<file path="src/rtl/addsub_result_buffer_if.sv">
// Stream bundle between the add/sub result buffer and its producer/consumer.
// The slave side is the buffer; the master side drives capture inputs and out_ready.
interface addsub_result_buffer_if #(
  parameter int DATA_WIDTH = 4,
  parameter int DEPTH      = 4,
  parameter int CNT_WIDTH  = 8
);
  logic                     in_en;
  logic                     in_ctrl;
  logic [DATA_WIDTH:0]      in_data;
  logic                     out_valid;
  logic                     out_ready;
  logic [DATA_WIDTH:0]      out_data;
  logic                     out_op;
  logic                     out_flag;
  logic                     full;
  logic                     empty;
  logic [$clog2(DEPTH):0]   level;
  logic [CNT_WIDTH-1:0]     drop_cnt;

  modport master (
    output in_en, in_ctrl, in_data, out_ready,
    input  out_valid, out_data, out_op, out_flag, full, empty, level, drop_cnt
  );

  modport slave (
    input  in_en, in_ctrl, in_data, out_ready,
    output out_valid, out_data, out_op, out_flag, full, empty, level, drop_cnt
  );
endinterface

</file>
<file path="src/rtl/addsub_result_buffer.sv">
// Captures the registered add/sub result one cycle after each enable, tags it with
// its op, and queues it in a show-ahead FIFO with a saturating overflow counter.
module addsub_result_buffer #(
  parameter int DATA_WIDTH = 4,
  parameter int DEPTH      = 4,
  parameter int CNT_WIDTH  = 8
) (
  input  logic                  clk,
  input  logic                  rst_n,
  addsub_result_buffer_if.slave bus
);
  localparam int AW = $clog2(DEPTH);
  localparam int LW = AW + 1;
  localparam int DW = DATA_WIDTH + 1;
  localparam logic [LW-1:0] FULL_LVL = LW'(DEPTH);

  typedef struct packed {
    logic          op;
    logic [DW-1:0] data;
  } entry_t;

  entry_t                mem [DEPTH];
  logic [AW-1:0]         wr_ptr, rd_ptr;
  logic [LW-1:0]         lvl;
  logic                  pend, pend_op;
  logic [CNT_WIDTH-1:0]  drops;

  logic is_full, is_empty, do_pop, do_push, drop;
  entry_t head;

  assign is_full  = (lvl == FULL_LVL);
  assign is_empty = (lvl == '0);
  assign do_pop   = !is_empty && bus.out_ready;
  // A pop on the same edge frees the slot, so a full FIFO still accepts.
  assign do_push  = pend && (!is_full || do_pop);
  assign drop     = pend && is_full && !do_pop;

  always_ff @(posedge clk or negedge rst_n) begin
    if (!rst_n) begin
      pend    <= 1'b0;
      pend_op <= 1'b0;
      wr_ptr  <= '0;
      rd_ptr  <= '0;
      lvl     <= '0;
      drops   <= '0;
    end else begin
      pend    <= bus.in_en;
      pend_op <= bus.in_ctrl;
      if (do_push) wr_ptr <= wr_ptr + 1'b1;
      if (do_pop)  rd_ptr <= rd_ptr + 1'b1;
      if (do_push && !do_pop)      lvl <= lvl + 1'b1;
      else if (!do_push && do_pop) lvl <= lvl - 1'b1;
      if (drop && drops != '1) drops <= drops + 1'b1;
    end
  end

  // Storage needs no reset; the head is masked to zero whenever the FIFO is empty.
  always_ff @(posedge clk) begin
    if (do_push) mem[wr_ptr] <= '{op: pend_op, data: bus.in_data};
  end

  assign head          = mem[rd_ptr];
  assign bus.out_valid = !is_empty;
  assign bus.out_data  = is_empty ? '0 : head.data;
  assign bus.out_op    = is_empty ? 1'b0 : head.op;
  assign bus.out_flag  = is_empty ? 1'b0 : head.data[DW-1];
  assign bus.full      = is_full;
  assign bus.empty     = is_empty;
  assign bus.level     = lvl;
  assign bus.drop_cnt  = drops;
endmodule

</file>
<file path="src/flat_wrapper.sv">
// flat-port wrapper written by rule: the top's interface ports become plain ports
module addsub_result_buffer_flat 
#(
  parameter int DATA_WIDTH = 4,
  parameter int DEPTH      = 4,
  parameter int CNT_WIDTH  = 8
)
  (clk, rst_n, bus_in_en, bus_in_ctrl, bus_in_data, bus_out_ready, bus_out_valid, bus_out_data, bus_out_op, bus_out_flag, bus_full, bus_empty, bus_level, bus_drop_cnt);
  addsub_result_buffer_if #(.DATA_WIDTH(DATA_WIDTH), .DEPTH(DEPTH), .CNT_WIDTH(CNT_WIDTH)) bus_i ();
  input  logic clk;
  input  logic rst_n;
  input wire logic [$bits(bus_i.in_en)-1:0] bus_in_en;
  input wire logic [$bits(bus_i.in_ctrl)-1:0] bus_in_ctrl;
  input wire logic [$bits(bus_i.in_data)-1:0] bus_in_data;
  input wire logic [$bits(bus_i.out_ready)-1:0] bus_out_ready;
  output wire logic [$bits(bus_i.out_valid)-1:0] bus_out_valid;
  output wire logic [$bits(bus_i.out_data)-1:0] bus_out_data;
  output wire logic [$bits(bus_i.out_op)-1:0] bus_out_op;
  output wire logic [$bits(bus_i.out_flag)-1:0] bus_out_flag;
  output wire logic [$bits(bus_i.full)-1:0] bus_full;
  output wire logic [$bits(bus_i.empty)-1:0] bus_empty;
  output wire logic [$bits(bus_i.level)-1:0] bus_level;
  output wire logic [$bits(bus_i.drop_cnt)-1:0] bus_drop_cnt;
  assign bus_i.in_en = bus_in_en;
  assign bus_i.in_ctrl = bus_in_ctrl;
  assign bus_i.in_data = bus_in_data;
  assign bus_i.out_ready = bus_out_ready;
  assign bus_out_valid = bus_i.out_valid;
  assign bus_out_data = bus_i.out_data;
  assign bus_out_op = bus_i.out_op;
  assign bus_out_flag = bus_i.out_flag;
  assign bus_full = bus_i.full;
  assign bus_empty = bus_i.empty;
  assign bus_level = bus_i.level;
  assign bus_drop_cnt = bus_i.drop_cnt;
  addsub_result_buffer #(.DATA_WIDTH(DATA_WIDTH), .DEPTH(DEPTH), .CNT_WIDTH(CNT_WIDTH)) u_core (.clk(clk), .rst_n(rst_n), .bus(bus_i));
endmodule
</file>
<file path="config.mk">
export PLATFORM = sky130hd
export DESIGN_NAME = addsub_result_buffer_flat
export DESIGN_NICKNAME = d
export VERILOG_FILES = /design/src/rtl/addsub_result_buffer_if.sv /design/src/rtl/addsub_result_buffer.sv /design/src/flat_wrapper.sv
export SDC_FILE = /design/constraint.sdc
export NUM_CORES = 1
export LEC_CHECK = 0
export CORE_ASPECT_RATIO = 0.5
export CORE_MARGIN = 3
export CORE_UTILIZATION = 42
export CTS_CLUSTER_SIZE = 28
export DETAILED_ROUTE_END_ITERATION = 6
export PLACE_DENSITY = 0.69
export SYNTH_ARGS = -nofsm -noshare
export SYNTH_HDL_FRONTEND = slang
export SYNTH_SLANG_ARGS = --single-unit
</file>
<file path="constraint.sdc">
create_clock -name clk -period 2.2 [get_ports clk]
set_input_delay 0.44 -clock clk [delete_from_list [all_inputs] [get_ports clk]]
set_output_delay 0.44 -clock clk [all_outputs]
set_load 0.02 [all_outputs]
</file>
; ---- Word level (Yosys, flattened, before mapping)
; Memories as Yosys holds them, arrays and structs flattened.
; Cells that the tools add are included.
[word_totals]
inputBits = 10
mem_bits_ro = 0
latch_bits = 0
n_memories = 1
mem_bits_rw = 24
regBits = 17
[mem_list]
columns = memory, words, width, rd, rd_clocked_by_memory_dff, wr, line_no
row1 = u_core.mem, 4, 6, 1, 0, 1, addsub_result_buffer.sv:22  ; entry_t mem [DEPTH];
[op_classes]
n_mux = 7
magnitude_cmp = 0
shifts = 0
n_reduce_logical = 14
div_mod_pow = 0
n_addsub = 5
n_eq_ne = 2
bitwise = 0
mul = 0
[ops]
columns = op, count
row1 = "8-bit by 1-bit adder with 8-bit output, second input constant", 1
row2 = "8-bit inequality test, second input constant", 1
row3 = 1-bit logical AND, 7
row4 = 3-bit 2-to-1 mux, 2
row5 = 5-bit 2-to-1 mux, 1
row6 = "2-bit by 1-bit adder with 2-bit output, second input constant", 2
row7 = 1-bit logical NOT, 4
row8 = 1-bit 2-to-1 mux, 4
row9 = "3-bit by 1-bit adder with 3-bit output, second input constant", 1
row10 = "3-bit equality test, second input constant", 1
row11 = 3-bit logical NOT, 1
row12 = "3-bit by 1-bit subtractor with 3-bit output, second input constant", 1
row13 = 2-bit nonzero test, 1
row14 = 1-bit logical OR, 1

; ---- Longest topological paths before layout
; Gate-level depths: netlist of the first run.
[depth]
word_depth = 9
ltp_mapped = 9
mapped_depth_nobuf = 8

; ---- Least setup slack after synthesis of the first run
; Ideal clock, no wire load.
[synth_timing]
path_kind = register to register
from = reg u_core.lvl[0] (netlist: u_core.bus.level[0])
to = reg u_core.lvl[1] (netlist: u_core.bus.level[1])
n_path_buf = 1
required_ps = 2075
t_arrival_ps = 2363
setup_slack_ps = -288
setup_ps = 125
stages_incl_launch_ff = 8
cell_sequence = dfrtp_1 or4b_4 buf_6 and2_2 ha_1 inv_1 fa_1 mux2_2
[synth_between]
elab_chain_cells = 8
elab_cells_between_ends = 16
classes_between = add/sub (2) / eq/ne (1) / mux (2) / reduce/logical (11)
[synth_rtl]
columns = element, line_no
row1 = from (decl), addsub_result_buffer.sv:24  ; logic [LW-1:0] lvl;
row2 = from (signal assigned), addsub_result_buffer.sv:51  ; if (do_push && !do_pop) lvl <= lvl + 1'b1;
row3 = from (signal assigned), addsub_result_buffer.sv:52  ; else if (!do_push && do_pop) lvl <= lvl - 1'b1;
row4 = 3-bit logical NOT, addsub_result_buffer.sv:32  ; assign is_empty = (lvl == '0);
row5 = 1-bit logical NOT, addsub_result_buffer.sv:33  ; assign do_pop = !is_empty && bus.out_ready;
row6 = 1-bit logical AND, addsub_result_buffer.sv:33
row7 = 1-bit logical OR (*), addsub_result_buffer.sv:35  ; assign do_push = pend && (!is_full || do_pop);
row8 = 1-bit logical AND (*), addsub_result_buffer.sv:35
row9 = net u_core.do_push, addsub_result_buffer.sv:28  ; logic is_full, is_empty, do_pop, do_push, drop;
row10 = 1-bit logical NOT, addsub_result_buffer.sv:52
row11 = 1-bit logical AND, addsub_result_buffer.sv:52
row12 = 2-bit nonzero test (no line), n/a
; The timed path passes the listed nets; every way through them passes the cells marked *. The select of a mux whose other input is x is not followed.
; A chain may end at the register's enable or synchronous reset.

; ---- Final worst setup path of the first run
[layout_timing]
from = reg u_core.lvl[1] (netlist: u_core.bus.level[1])
to = reg u_core.lvl[1] (netlist: u_core.bus.level[1])
; The elaborated chain is that of the path after synthesis.

==> impl_metrics.tcl, run 1 <==
set metrics [dict create \
    synth_cell_types 33 \
    synth_cells 119 \
    skew_ps 3.912 \
    worst_pin_slew_ps 419.9 \
    htree_levels 2 \
    synth_warnings 0 \
    internal-power_w 0.001977 \
    first_pass_iters 4 \
    place_congestion 0.7469 \
    final_area_um2 2374 \
    io_pins 31 \
    drc 0 \
    dieHeight_um 52.86 \
    final_common_cell "edfxtp_1" \
    antenna_found_initial 0 \
    crit_chain "or4b_4, and2_4, ha_4, inv_2, fa_1, mux2_2" \
    period_needed_ps 2115 \
    cts_buffers 5 \
    cts_sinks 41 \
    ys_seq_elements 41 \
    power_density_nw_per_um2 1266 \
    antenna_cells 0 \
    timing.fmax_mhz 472.8 \
    clockBufferDepth 2 \
    swShare_pct 34.23 \
    coreArea_um2 4064 \
    ir_drop_v 0.0007340 \
    num_rows 16 \
    syn_area_um2 1844 \
    hp-class "in2async" \
    layout.nets 180 \
    ant_nets 0 \
    run_status "finished, final reports clean" \
    drv_slew 0 \
    critPathKind "reg2reg" \
    drtIter0Drc 47 \
    yosysTopAreaCell "edfxtp_1" \
    finalCritPeriodShare_pct 96.15 \
    overflow 0 \
    cts_hold_buf 0 \
    wl_um 3337 \
    die_w_um 99.72 \
    synth_top_area_share_pct 39.08 \
    slew-limit-headroom_pct 71.28 \
    io_buffers 30 \
    syn_area_per_cell_um2 15.50 \
    avgRoutedWirePerCell_um 15.31 \
    die_area_um2 5270 \
    cts_root_buf "clkbuf_8" \
    fin_util_pct 58.41 \
    grtUsageTotal_pct 13.95 \
    synthToLayoutAreaGrowth_pct 28.70 \
    grt_pass1_vias 1114 \
    crit_path_start_kind "register" \
    placed_area_um2 2288 \
    critical_path_arrival_ps 2290 \
    dr_total_vias 1082 \
    syn_nets 136 \
    worst-path-max-fanout 4 \
    cts.clk_slew.worst_paths_ps 80 \
    clkPwrFrac_pct 19.4 \
    leakage_nw 0.9342 \
    grt_max_degree 18 \
    viasPerCell 4.963 \
    slowest_stage "or4b_4" \
    end_kind "register" \
    power_frac_comb_pct 42.8 \
    synthTopCellsByArea "edfxtp_1, dfrtp_1, mux4_2" \
    layout_common_cells "edfxtp_1, clkdlybuf4s50_1, dfrtp_1" \
    drv_cap 0 \
    clk_latency_ps 290 \
    crit_path_max_incr_delay_ps 520 \
    place_hpwl_um 2337 \
    synth-async-reset-ratio_pct 41.46 \
    layout-drive-gt1-share_pct 31.71 \
    grt_pass1_wl_um 5395 \
    synth-edff-count 24 \
    cts_tree "yes" \
    ys_seq_area_share_pct 62.14 \
    synth-main-ff-cell "edfxtp_1" \
    finalSetupViolations 0 \
    p_seq_share_pct 37.7 \
    crit_required_ps 2380 \
    switchingPower_w 0.001029 \
    start_util_pct 45.38 \
    hold_viol 0 \
    rsz0062_at_grt "no" \
]
layout make-up:
class                   instances  area, um^2
inverters                       8       30.03
well taps                      54       67.56
flip-flops and latches         41        1150
multi-input cells              65       661.9
repair buffers                 42       354.1
clock buffers                   5       68.82
fillers                       330        1690
clock inverters                 3       41.29
cell families after synthesis:
kind of cell	Yosys count	synth area share, %
flops	41	62.14
simple gates	33	12.96
buf+inv	13	3.324
mux	11	10.38
xor+xnor	9	4.274
fa+ha+maj	7	5.156
compound gates	5	1.764
power groups by stage:
stage          clock network, W  registers, W  logic [W]
6_report               0.000584       0.00113    0.00129
5_1_grt                0.000630       0.00115    0.00141
4_1_cts                0.000598       0.00114    0.00135
3_5_place_dp                  0       0.00115    0.00141
3_3_place_gp                  0       0.00114    0.00138
2_1_floorplan                 0       0.00119   0.000803
synthesized netlist by cell type, types with 3 or more instances:
cell type and count:
and3_2 4, nand3_1 4, and2_1 6, edfxtp_1 24
ha_1 6, mux2_2 5, nand2_1 4, dfrtp_1 17
inv_1 8, mux4_2 6, xnor2_1 7, o21ai_0 3
per-stage QoR:
stage	setup WS (ps)	setup TNS, ps	hold WS [ps]	cells	power [W]
2_1_floorplan	-92.96	-92.96	144.4	119	0.001994
3_3_place_gp	-353.8	-1078	470.3	209	0.002520
3_5_place_dp	-385.2	-1234	492.6	209	0.002556
4_1_cts	3.991	0	470.3	218	0.003088
5_1_grt	26.57	0	475.8	218	0.003198
6_report	84.72	0	471.0	218	0.003006
registers in the layout, summed over array words and instances (netlist names):
| register | count |
|---|---|
| u_core.bus.drop_cnt | 8 |
| u_core.rd_ptr | 2 |
| u_core.pend | 1 |
| u_core.pend_op | 1 |
| u_core.bus.level | 3 |
| u_core.wr_ptr | 2 |
| u_core.mem | 24 |
timing repair:
action,4_1_cts,5_1_grt
setup endpoints to repair,12,8
gates resized for setup,17,9
setup buffers,1,0
endpoints found under the hold margin,0,0
worst paths after layout:
kind / startpoint / end / slack, ps / cells past startpoint
max reg2reg: u_core.bus.level[1] / u_core.bus.level[1] / 80 / 6
min in group clk: u_core.pend_op / u_core.mem[1][5] / 520 / 0
max: u_core.bus.level[1] / u_core.bus.level[1] / 80 / 6
max in group asynchronous: rst_n / u_core.bus.level[2] / 1520 / 2
min: rst_n / u_core.rd_ptr[0] / 470 / 2
min reg2reg: u_core.pend_op / u_core.mem[1][5] / 520 / 0
metal layers:
layer / wire length, um / track usage [%] / up-vias
met4: 30 / 5.442 / 0
met1: 1487 / 17.15 / 528
met2: 1650 / 23.51 / 28
met3: 168 / 4.211 / 4
met5: 0 / 0 / -
li1: - / - / 522
critical path: cells and delay by family, from the launching register on:
family                   cells  cell delay [ps]
adder cells (fa/ha/maj)      2              550
AND/OR/NAND/NOR              2              710
buffers and inverters        1               50
multiplexers                 1              260
flip-flops                   1              430
Power figures use the tool's default switching activity.
==> inputs of run 2 (changes only) <==
- GPL_TIMING_DRIVEN: unset -> 0
- SLEW_MARGIN: unset -> 20
==> impl_metrics.tcl, run 2 (synthesis gave the netlist of run 1 again) <==
set metrics [dict create \
    die_w_um 99.72 \
    grtUsageTotal_pct 12.98 \
    place_congestion 0.7168 \
    cts_buffers 5 \
    io_pins 31 \
    htree_levels 2 \
    antenna_cells 0 \
    die_area_um2 5270 \
    crit_path_start_kind "register" \
    dieHeight_um 52.86 \
    io_buffers 30 \
    cts_sinks 41 \
    final_area_um2 2394 \
    worst-path-max-fanout 4 \
    drc 0 \
    fillCellCount 331 \
    hold_ws_ps 498.5 \
    critical_path_arrival_ps 2310 \
    cts.clk_slew.worst_paths_ps 80 \
    antenna_found_initial 0 \
    period_needed_ps 2139 \
    layout.nets 177 \
    cts_root_buf "clkbuf_8" \
    worst_pin_slew_ps 772.1 \
    synthToLayoutAreaGrowth_pct 29.78 \
    leakage_nw 0.9402 \
    finalCritPeriodShare_pct 97.24 \
    overflow 0 \
    timing.fmax_mhz 467.4 \
    rsz0062_at_grt "no" \
    critPathKind "reg2reg" \
    power_density_nw_per_um2 1295 \
    placed_area_um2 2247 \
    instances_no_fill 215 \
    hp-class "reg2reg" \
    rrSetupSlack_ps 60 \
    cts_tree "yes" \
    clk_latency_ps 290 \
    largest_reg_flops 24 \
    final_common_cell "edfxtp_1" \
    hold_viol 0 \
    run_status "finished, final reports clean" \
    wl_um 3121 \
    num_rows 16 \
    grt_max_degree 18 \
    ir_drop_v 0.0005526 \
    first_pass_iters 2 \
    slew-limit-headroom_pct 48.36 \
    dp_slack_ps -715.8 \
    grt_pass1_vias 1084 \
    layout_common_cells "edfxtp_1, clkdlybuf4s50_1, dfrtp_1" \
    viasPerCell 4.898 \
    dr_total_vias 1053 \
    end_kind "register" \
    coreArea_um2 4064 \
    place_hpwl_um 2186 \
    clockBufferDepth 2 \
    drv_slew 0 \
    ant_nets 0 \
    layout-drive-gt1-share_pct 31.68 \
    skew_ps 4.233 \
    drv_cap 0 \
    finalSetupViolations 0 \
    setup_slack_ps 60.61 \
    fin_util_pct 58.90 \
    avgRoutedWirePerCell_um 14.52 \
    placed_cells 203 \
    crit_required_ps 2380 \
    drtIter0Drc 37 \
    largest-register "u_core.mem" \
    grt_pass1_wl_um 5154 \
    start_util_pct 45.38 \
]
[run 2: path summary, 6_finish.rpt]
kind,startpoint,end,cells after the start
hold reg to reg,u_core.pend_op,u_core.mem[0][5],0
setup reg to reg,u_core.bus.level[0],u_core.bus.level[1],6
setup / recovery,u_core.bus.level[0],u_core.bus.level[1],6
hold / removal,u_core.pend_op,u_core.mem[0][5],0
min in group asynchronous,rst_n,u_core.rd_ptr[0],1
max in group asynchronous,rst_n,u_core.bus.level[0],1
[run 2: area by class of cell]
type | count | area [um^2] | area share (%)
Buffer | 3 | 32.53 | 1.359
Clock buffer | 5 | 68.82 | 2.875
Clock inverter | 3 | 46.29 | 1.934
Inverter | 8 | 30.03 | 1.255
Multi-Input combinational cell | 65 | 664.4 | 27.76
Sequential cell | 41 | 1150 | 48.04
Tap cell | 54 | 67.56 | 2.823
Timing Repair Buffer | 36 | 334.1 | 13.96
[run 2: report_power, final]
| part | internal [W] | switching, W | total [W] |
|---|---|---|---|
| Combinational | 0.000715 | 0.000650 | 0.00136 |
| Sequential | 0.00101 | 0.000123 | 0.00114 |
| Clock | 0.000339 | 0.000259 | 0.000598 |
[run 2: worst max-delay path, cell delays in order (launching register included)]
cell and delay, ps:
dfrtp_2 430, or4b_4 540, and2_4 190, ha_4 170, inv_2 50, fa_1 390
mux2_2 260
[run 2: per-stage QoR]
stage               setup TNS, ps  total power (W)
detailed placement          -5069         0.002508
global route                    0         0.003286
finish                          0         0.003099
floorplan                  -92.96         0.001994
CTS                             0         0.003122
global placement            -5139         0.002483
[run 2: timing repair]
action,4_1_cts,5_1_grt
setup buffers,4,2
endpoints found under the setup margin,11,5
resized for setup,30,4
pin swaps,1,1
hold buffers,0,0
[run 2: per-layer routing]
metal  share of wire [%]  global-route usage [%]  up-vias
met5                   0                       0        -
met4                0.61                   3.401        0
met3                 4.7                   4.474        2
met2                  49                   21.74       19
met1                  46                   16.30      514
li1                    -                       -      518
==> inputs of run 3 (changes only) <==
- CORE_UTILIZATION: 42 -> 47
- GPL_TIMING_DRIVEN: 0 -> unset
- PLACE_DENSITY: 0.69 -> 0.76
==> impl_metrics.tcl, run 3 (synthesis gave the netlist of run 1 again) <==
set metrics [dict create \
    crit_chain "or4b_4, and2_4, ha_4, inv_2, fa_1, mux2_2" \
    io_pins 31 \
    coreArea_um2 3603 \
    slew-limit-headroom_pct 74.25 \
    viasPerCell 5.028 \
    cts_root_buf "clkbuf_8" \
    grt_max_degree 18 \
    cts.clk_slew.worst_paths_ps 80 \
    drtIter0Drc 43 \
    period_needed_ps 2101 \
    power_w 0.003017 \
    finalSetupViolations 0 \
    first_pass_iters 4 \
    largest_reg_flops 24 \
    synthToLayoutAreaGrowth_pct 28.29 \
    rr_worst_depth 6 \
    grt_pass1_wl_um 5361 \
    power_density_nw_per_um2 1275 \
    grt_pass1_vias 1138 \
    die_w_um 94.59 \
    swShare_pct 34.37 \
    drv_cap 0 \
    cts_sinks 41 \
    cts_tree "yes" \
    r2r-start "u_core.bus.level[1]" \
    ant_nets 0 \
    hp-class "in2async" \
    wl_um 3164 \
    instances_no_fill 214 \
    place_hpwl_um 2230 \
    clk_latency_ps 300 \
    drv_slew 0 \
    leakage_nw 0.9305 \
    worst-path-max-fanout 4 \
    layout_common_cells "edfxtp_1, clkdlybuf4s50_1, dfrtp_1" \
    layout-drive-gt1-share_pct 31.29 \
    drc 0 \
    worst_pin_slew_ps 376.5 \
    critPathKind "reg2reg" \
    num_rows 15 \
    timing.fmax_mhz 476.0 \
    cts_buffers 5 \
    ir_drop_v 0.0005953 \
    critical_path_arrival_ps 2290 \
    overflow 0 \
    rsz0062_at_grt "no" \
    multi_input_area_um2 661.9 \
    skew_ps 6.852 \
    post_cts_buffers 0 \
    area.sequential_um2 1150 \
    place_congestion 0.7424 \
    clockBufferDepth 2 \
    hold_viol 0 \
    largest-register "u_core.mem" \
    antenna_cells 0 \
    dieHeight_um 50.30 \
    internal-power_w 0.001980 \
    io_buffers 30 \
    start_util_pct 51.18 \
    critPathBufInv 1 \
    rr_endpoint "u_core.bus.level[1]" \
    p_seq_share_pct 37.7 \
    crit_path_start_kind "register" \
    fillCellCount 268 \
    antenna_found_initial 0 \
    htree_levels 2 \
    grtUsageTotal_pct 15.50 \
    crit_path_max_incr_delay_ps 520 \
    slowest_stage "or4b_4" \
    rrSetupSlack_ps 100 \
    layout.nets 179 \
    cp_top_family "simple AND/OR/NAND/NOR gates" \
    die_area_um2 4757 \
    tns_ps 0 \
    end_kind "register" \
    run_status "finished, final reports clean" \
    crit_required_ps 2390 \
    switchingPower_w 0.001037 \
    power_frac_comb_pct 42.7 \
    dr_total_vias 1076 \
    placed_cells 206 \
    clkPwrFrac_pct 19.7 \
    avgRoutedWirePerCell_um 14.79 \
    final_common_cell "edfxtp_1" \
    finalCritPeriodShare_pct 95.48 \
]
## run 3: cell types whose count changed in the layout (fill, tap and decap cells not counted), sizes merged
cell           before  now
clkbuf              6   11
clkdlybuf4s15       3    0
## run 3: layout make-up
type                       instances  area share, %
inverter                           8          1.269
multi-input combinational         65          27.97
clock inverter                     3          1.745
tap                               51          2.697
sequential                        41          48.60
clock buffer                       5          2.909
timing repair buffer              41          14.81
## run 3: timing repair
action / CTS / global route
hold buffers: 0 / 0
cloned: 0 / 0
gates resized for setup: 18 / 10
setup endpoints to repair: 12 / 8
## run 3: routing by layer
metal | global-route usage [%] | part of all wire [%] | routed length (um)
met4 | 5.024 | 1.5 | 49
met1 | 19.14 | 45 | 1425
met3 | 5.838 | 5.2 | 164
met2 | 25.47 | 48 | 1524
met5 | 0 | 0 | 0
## run 3: power groups by stage
stage | registers, W | logic [W] | clock network [W]
floorplan | 0.00119 | 0.000803 | 0
global route | 0.00116 | 0.00139 | 0.000638
global placement | 0.00114 | 0.00137 | 0
detailed placement | 0.00115 | 0.00139 | 0
finish | 0.00114 | 0.00129 | 0.000594
CTS | 0.00114 | 0.00135 | 0.000605
## run 3: stage by stage
step / instance area [um^2] / hold WS (ps) / setup slack [ps] / util [%]
floorplan: 1879 / 144.4 / -92.96 / -
global placement: 2285 / 468.3 / -352.2 / 63.40
detailed placement: 2285 / 478.5 / -380.2 / 63.40
CTS: 2395 / 475.0 / -2.948 / 66.46
global route: 2366 / 488.6 / 35.92 / 65.66
finish: 2366 / 465.6 / 99.37 / 65.66
## run 3: how the worst max path moves through the flow
stage,startpoint,endpoint,depth (start not counted)
after floorplan,u_core.bus.level[1],u_core.bus.level[1],7
after global placement,bus_out_ready,u_core.bus.level[1],7
after detailed placement,bus_out_ready,u_core.bus.level[1],7
after CTS,u_core.rd_ptr[0],bus_out_flag,4
after global routing,u_core.bus.level[0],u_core.bus.level[2],8
final,u_core.bus.level[1],u_core.bus.level[1],6
==> RTL change 1, RTL diff (settings of run 3) <==
`CNT_WIDTH` is set to 8 in 3 places; all go to 9.
--- a/src/rtl/addsub_result_buffer_if.sv
+++ b/src/rtl/addsub_result_buffer_if.sv
@@ -3,7 +3,7 @@
 interface addsub_result_buffer_if #(
   parameter int DATA_WIDTH = 4,
   parameter int DEPTH      = 4,
-  parameter int CNT_WIDTH  = 8
+  parameter int CNT_WIDTH  = 9
 );
   logic                     in_en;
   logic                     in_ctrl;
--- a/src/rtl/addsub_result_buffer.sv
+++ b/src/rtl/addsub_result_buffer.sv
@@ -3,7 +3,7 @@
 module addsub_result_buffer #(
   parameter int DATA_WIDTH = 4,
   parameter int DEPTH      = 4,
-  parameter int CNT_WIDTH  = 8
+  parameter int CNT_WIDTH  = 9
 ) (
   input  logic                  clk,
   input  logic                  rst_n,
--- a/src/flat_wrapper.sv
+++ b/src/flat_wrapper.sv
@@ -3,7 +3,7 @@
 #(
   parameter int DATA_WIDTH = 4,
   parameter int DEPTH      = 4,
-  parameter int CNT_WIDTH  = 8
+  parameter int CNT_WIDTH  = 9
 )
   (clk, rst_n, bus_in_en, bus_in_ctrl, bus_in_data, bus_out_ready, bus_out_valid, bus_out_data, bus_out_op, bus_out_flag, bus_full, bus_empty, bus_level, bus_drop_cnt);
   addsub_result_buffer_if #(.DATA_WIDTH(DATA_WIDTH), .DEPTH(DEPTH), .CNT_WIDTH(CNT_WIDTH)) bus_i ();
Interface: changed (resized bus_drop_cnt); port bits go from 31 to 32. No check against the original RTL was run, so the function may have changed too.
==> RTL change 1 against run 3 <==
Maximum frequency down 2.0%. Sequential cell count up 1. Synthesized cell count down 1.7%. Largest power group unchanged. Highest routed layer unchanged. Area after synthesis down 0.27%. Via count down 1.5%. Core utilization up 0.62 points. Final area up 0.42%. Wire length down 1.2%. Worst setup slack worse by 43 ps. Power down 3.0%. Sequential power about the same.
==> RTL change 1: results (changes against run 3) <==
The run finished with clean final reports. The share of cell area taken by multi-input logic gates is 0.272 (-0.00750), and the proportion of synthesized chip area in sequential cells is 0.637 (+0.0153). Buffer count excluding the clock tree in the final layout: 45 (+9.8%). The logs give 20 (+2) for the post-cts gate resize count and 0.982 nW (+5.5%) for the leakage power summed over all cells.

In this run the critical register-to-register path is launched from u_core.bus.level[0]$_DFFE_PN0P_. The minimum setup slack among reg-to-reg paths was 70 ps (-30 ps); the total global-route track usage was 0.153 (-0.00236). The arrival time of the worst setup path is 1700 ps (-590 ps), and the number of clock sinks seen by CTS is 42 (+2.4%). The final weighted congestion of routability-driven global placement is 0.753 (+1.4%). Non-clock buffer share of cell area: 0.160 (+0.0120).

The number of violations reported at the end of detailed-routing iteration 0 came out at 52 (+21%). The met1 routing resource usage after global routing was 0.184 (-0.00716); the share of cell area taken by muxes after synthesis was 0.0918 (-0.0120). The total nets after synthesis came out at 135 (-0.74%).

Following the worst setup path forward leads to its endpoint at bus_full. The biggest cell delay along the critical path is 630 ps (+110 ps), and the XOR/XNOR share of the synthesized area is 0.0619 (+0.0192). The global routing met3 resource utilization is 0.0389 (-0.0195), and the proportion of power drawn by flip-flops and latches is 0.390 (+0.013). The run gives 2240 µm (+0.53%) as the estimated wirelength of the detail-placed design. The overall via count from detail_route was 1060 (-1.5%); the proportion of synthesized flip-flops having asynchronous set or reset was 0.429 (+0.0139).

The run gives 19 (+1) as the pin count of the biggest net entering global routing. Counting instances in the post-synthesis netlist gives the leading cell types as sky130_fd_sc_hd__edfxtp_1 (24), sky130_fd_sc_hd__dfrtp_1 (18), sky130_fd_sc_hd__xor2_1 (8). The clock-net power is 0.000515 W (-13%). Fraction of final layout cells with drive strength greater than 1: 0.309 (-0.00379). The slowest stage of the critical path is the sky130_fd_sc_hd__clkdlybuf4s50_1 cell. The switching share of power is 0.352 (+0.00851), and the worst hold slack after final layout is 467 ps (+1.84 ps). The tools report the met2 usage as 0.256 (+0.00117). Average wire length per cell after detail routing: 14.5 µm (-2.1%).
## RTL change 1: changes by cell type after synthesis, sizes merged, moves of 2 or more
| cell | before | now |
|---|---|---|
| xnor2 | 7 | 5 |
| mux2 | 5 | 3 |
| nor3 | 1 | 3 |
| o21ai | 3 | 1 |
| xor2 | 2 | 8 |
| inv | 8 | 5 |
| nand3 | 4 | 6 |
## RTL change 1: metrics by stage
step / setup WS (ps) / total power [W] / TNS, ps / util / instances
2_1_floorplan: -96.6 / 0.00199 / -175 / - / 117
3_3_place_gp: -347 / 0.00251 / -783 / 0.647 / 209
3_5_place_dp: -403 / 0.00256 / -944 / 0.647 / 209
4_1_cts: 2.54 / 0.00301 / 0 / 0.672 / 216
5_1_grt: 6.31 / 0.00313 / 0 / 0.663 / 216
6_report: 56.5 / 0.00293 / 0 / 0.663 / 216
## RTL change 1: routing by layer
layer | wire length, µm | vias up
li1 | - | 519
met2 | 1550 | 18
met3 | 119 | 4
met4 | 62 | 0
met5 | 0 | -
met1 | 1400 | 519
==> RTL change 2, RTL diff (config.mk and constraints of run 3) <==
Without the edit above. Put a register stage on the output `bus.out_flag`. The value now appears one clock later.
--- a/src/rtl/addsub_result_buffer.sv
+++ b/src/rtl/addsub_result_buffer.sv
@@ -63,7 +63,9 @@
   assign bus.out_valid = !is_empty;
   assign bus.out_data  = is_empty ? '0 : head.data;
   assign bus.out_op    = is_empty ? 1'b0 : head.op;
-  assign bus.out_flag  = is_empty ? 1'b0 : head.data[DW-1];
+  always_ff @(posedge clk) begin
+    bus.out_flag <= is_empty ? 1'b0 : head.data[DW-1];
+  end
   assign bus.full      = is_full;
   assign bus.empty     = is_empty;
   assign bus.level     = lvl;
Function: changed (Yosys sat finds a counterexample within 4 cycles, from zero or initial values and one cycle with rst_n low).
==> RTL change 2 against run 3 <==
Final area fell by 1.0%. First-iteration DRC count down 44%. Sequential cell count up 1. Worst setup slack lost 34 ps. Clock skew is 2.8 ps higher. Area after synthesis is 1.6% lower. Power decreased by 2.5%. Wire length fell by 1.9%.
==> RTL change 2: results (changes against run 3) <==
The flow ran to the end, and the final reports show no timing, DRC or antenna violations. The final critical-path setup slack was 65.4 ps (-34.0 ps). The tools report the overall via count from detail_route as 1054 (-2.0%).

The tools report the worst hold slack after final layout as 453 ps (-12.5 ps). The run gives 0.0503 (-0.00808) as the global routing met3 resource utilization. In this run the worst setup path begins at u_core.rd_ptr[0]$_DFFE_PN0N_. The logs give 0.748 (+0.69%) for the final weighted congestion of routability-driven global placement and 0.630 mV (+5.9%) for the worst supply voltage drop on vdd. The met2 usage was 0.261 (+0.00617). The total nets after synthesis was 137 (+0.74%); the post-layout net count was 182 (+1.7%).

The routed length on met2 is 1620 µm (+6.5%). The arrival time of the worst setup path came out at 1690 ps (-600 ps). The leakage power summed over all cells came out at 0.927 nW (-0.35%). The largest individual stage delay along the critical path comes from the cell sky130_fd_sc_hd__mux4_2. The maximum fanout along the worst path is 7 (+3), and the total wire length is 3100 µm (-1.9%). The average wire length per cell after detail routing is 14.3 µm (-3.3%). The biggest cell delay along the critical path was 480 ps (-40 ps); the met1 routing resource usage after global routing was 0.179 (-0.0120). In this run the critical register-to-register path is launched from u_core.bus.level[0]$_DFFE_PN0P_. By count the netlist is led by sky130_fd_sc_hd__edfxtp_1 (24), sky130_fd_sc_hd__dfrtp_1 (17), sky130_fd_sc_hd__and2_1 (11). Average instance area after synthesis: 15.1 µm² (-2.4%). For the number of global-route vias before repair, the log shows 1167 (+2.5%).

Ranked by total cell area, the synthesized netlist is headed by sky130_fd_sc_hd__edfxtp_1 (40%), sky130_fd_sc_hd__dfrtp_1 (23%), sky130_fd_sc_hd__mux4_2 (7.4%). The proportion of synthesized flip-flops having asynchronous set or reset works out to 0.405 (-0.00987). The most critical setup path has its endpoint at bus_out_data[3]. The met3 wire length was 117 µm (-29%); the total global-route track usage was 0.153 (-0.00160). Post-place instance area: 2250 µm² (-1.5%). The tools report the estimated wirelength of the detail-placed design as 2170 µm (-2.8%). The actual slew at the worst max-slew pin works out to 332 ps (-44.5 ps). Among cell families on the critical path, the largest total delay comes from multiplexers. The met1 wire length is 1310 µm (-7.9%).
## RTL change 2: area by class of cell
type | instances | area (µm²) | area share
tap | 51 | 63.8 | 0.0272
inverter | 5 | 18.8 | 0.00801
multi-input combinational | 69 | 619 | 0.264
clock inverter | 3 | 21.3 | 0.00908
sequential | 42 | 1170 | 0.498
timing repair buffer | 42 | 384 | 0.164
clock buffer | 5 | 68.8 | 0.0294
## RTL change 2: logic make-up after synthesis
group / Yosys count / synth area share
compound gates: 5 / 0.0152
xor+xnor: 8 / 0.0386
fa+ha+maj: 7 / 0.0524
buf+inv: 9 / 0.0193
flops: 42 / 0.642
mux: 12 / 0.113
simple gates: 37 / 0.119
## RTL change 2: repair_timing
action	CTS	global route
endpoints found under the hold margin	0	0
hold buffers	0	0
gates resized for setup	18	4
buffers inserted	0	2
pin swaps	0	1
setup endpoints to repair	10	7
cloned	0	0
## RTL change 2: power breakdown
part	switching, W	internal [W]
Clock	0.000268	0.000223
Combinational	0.000627	0.000673
Sequential	0.000118	0.00103
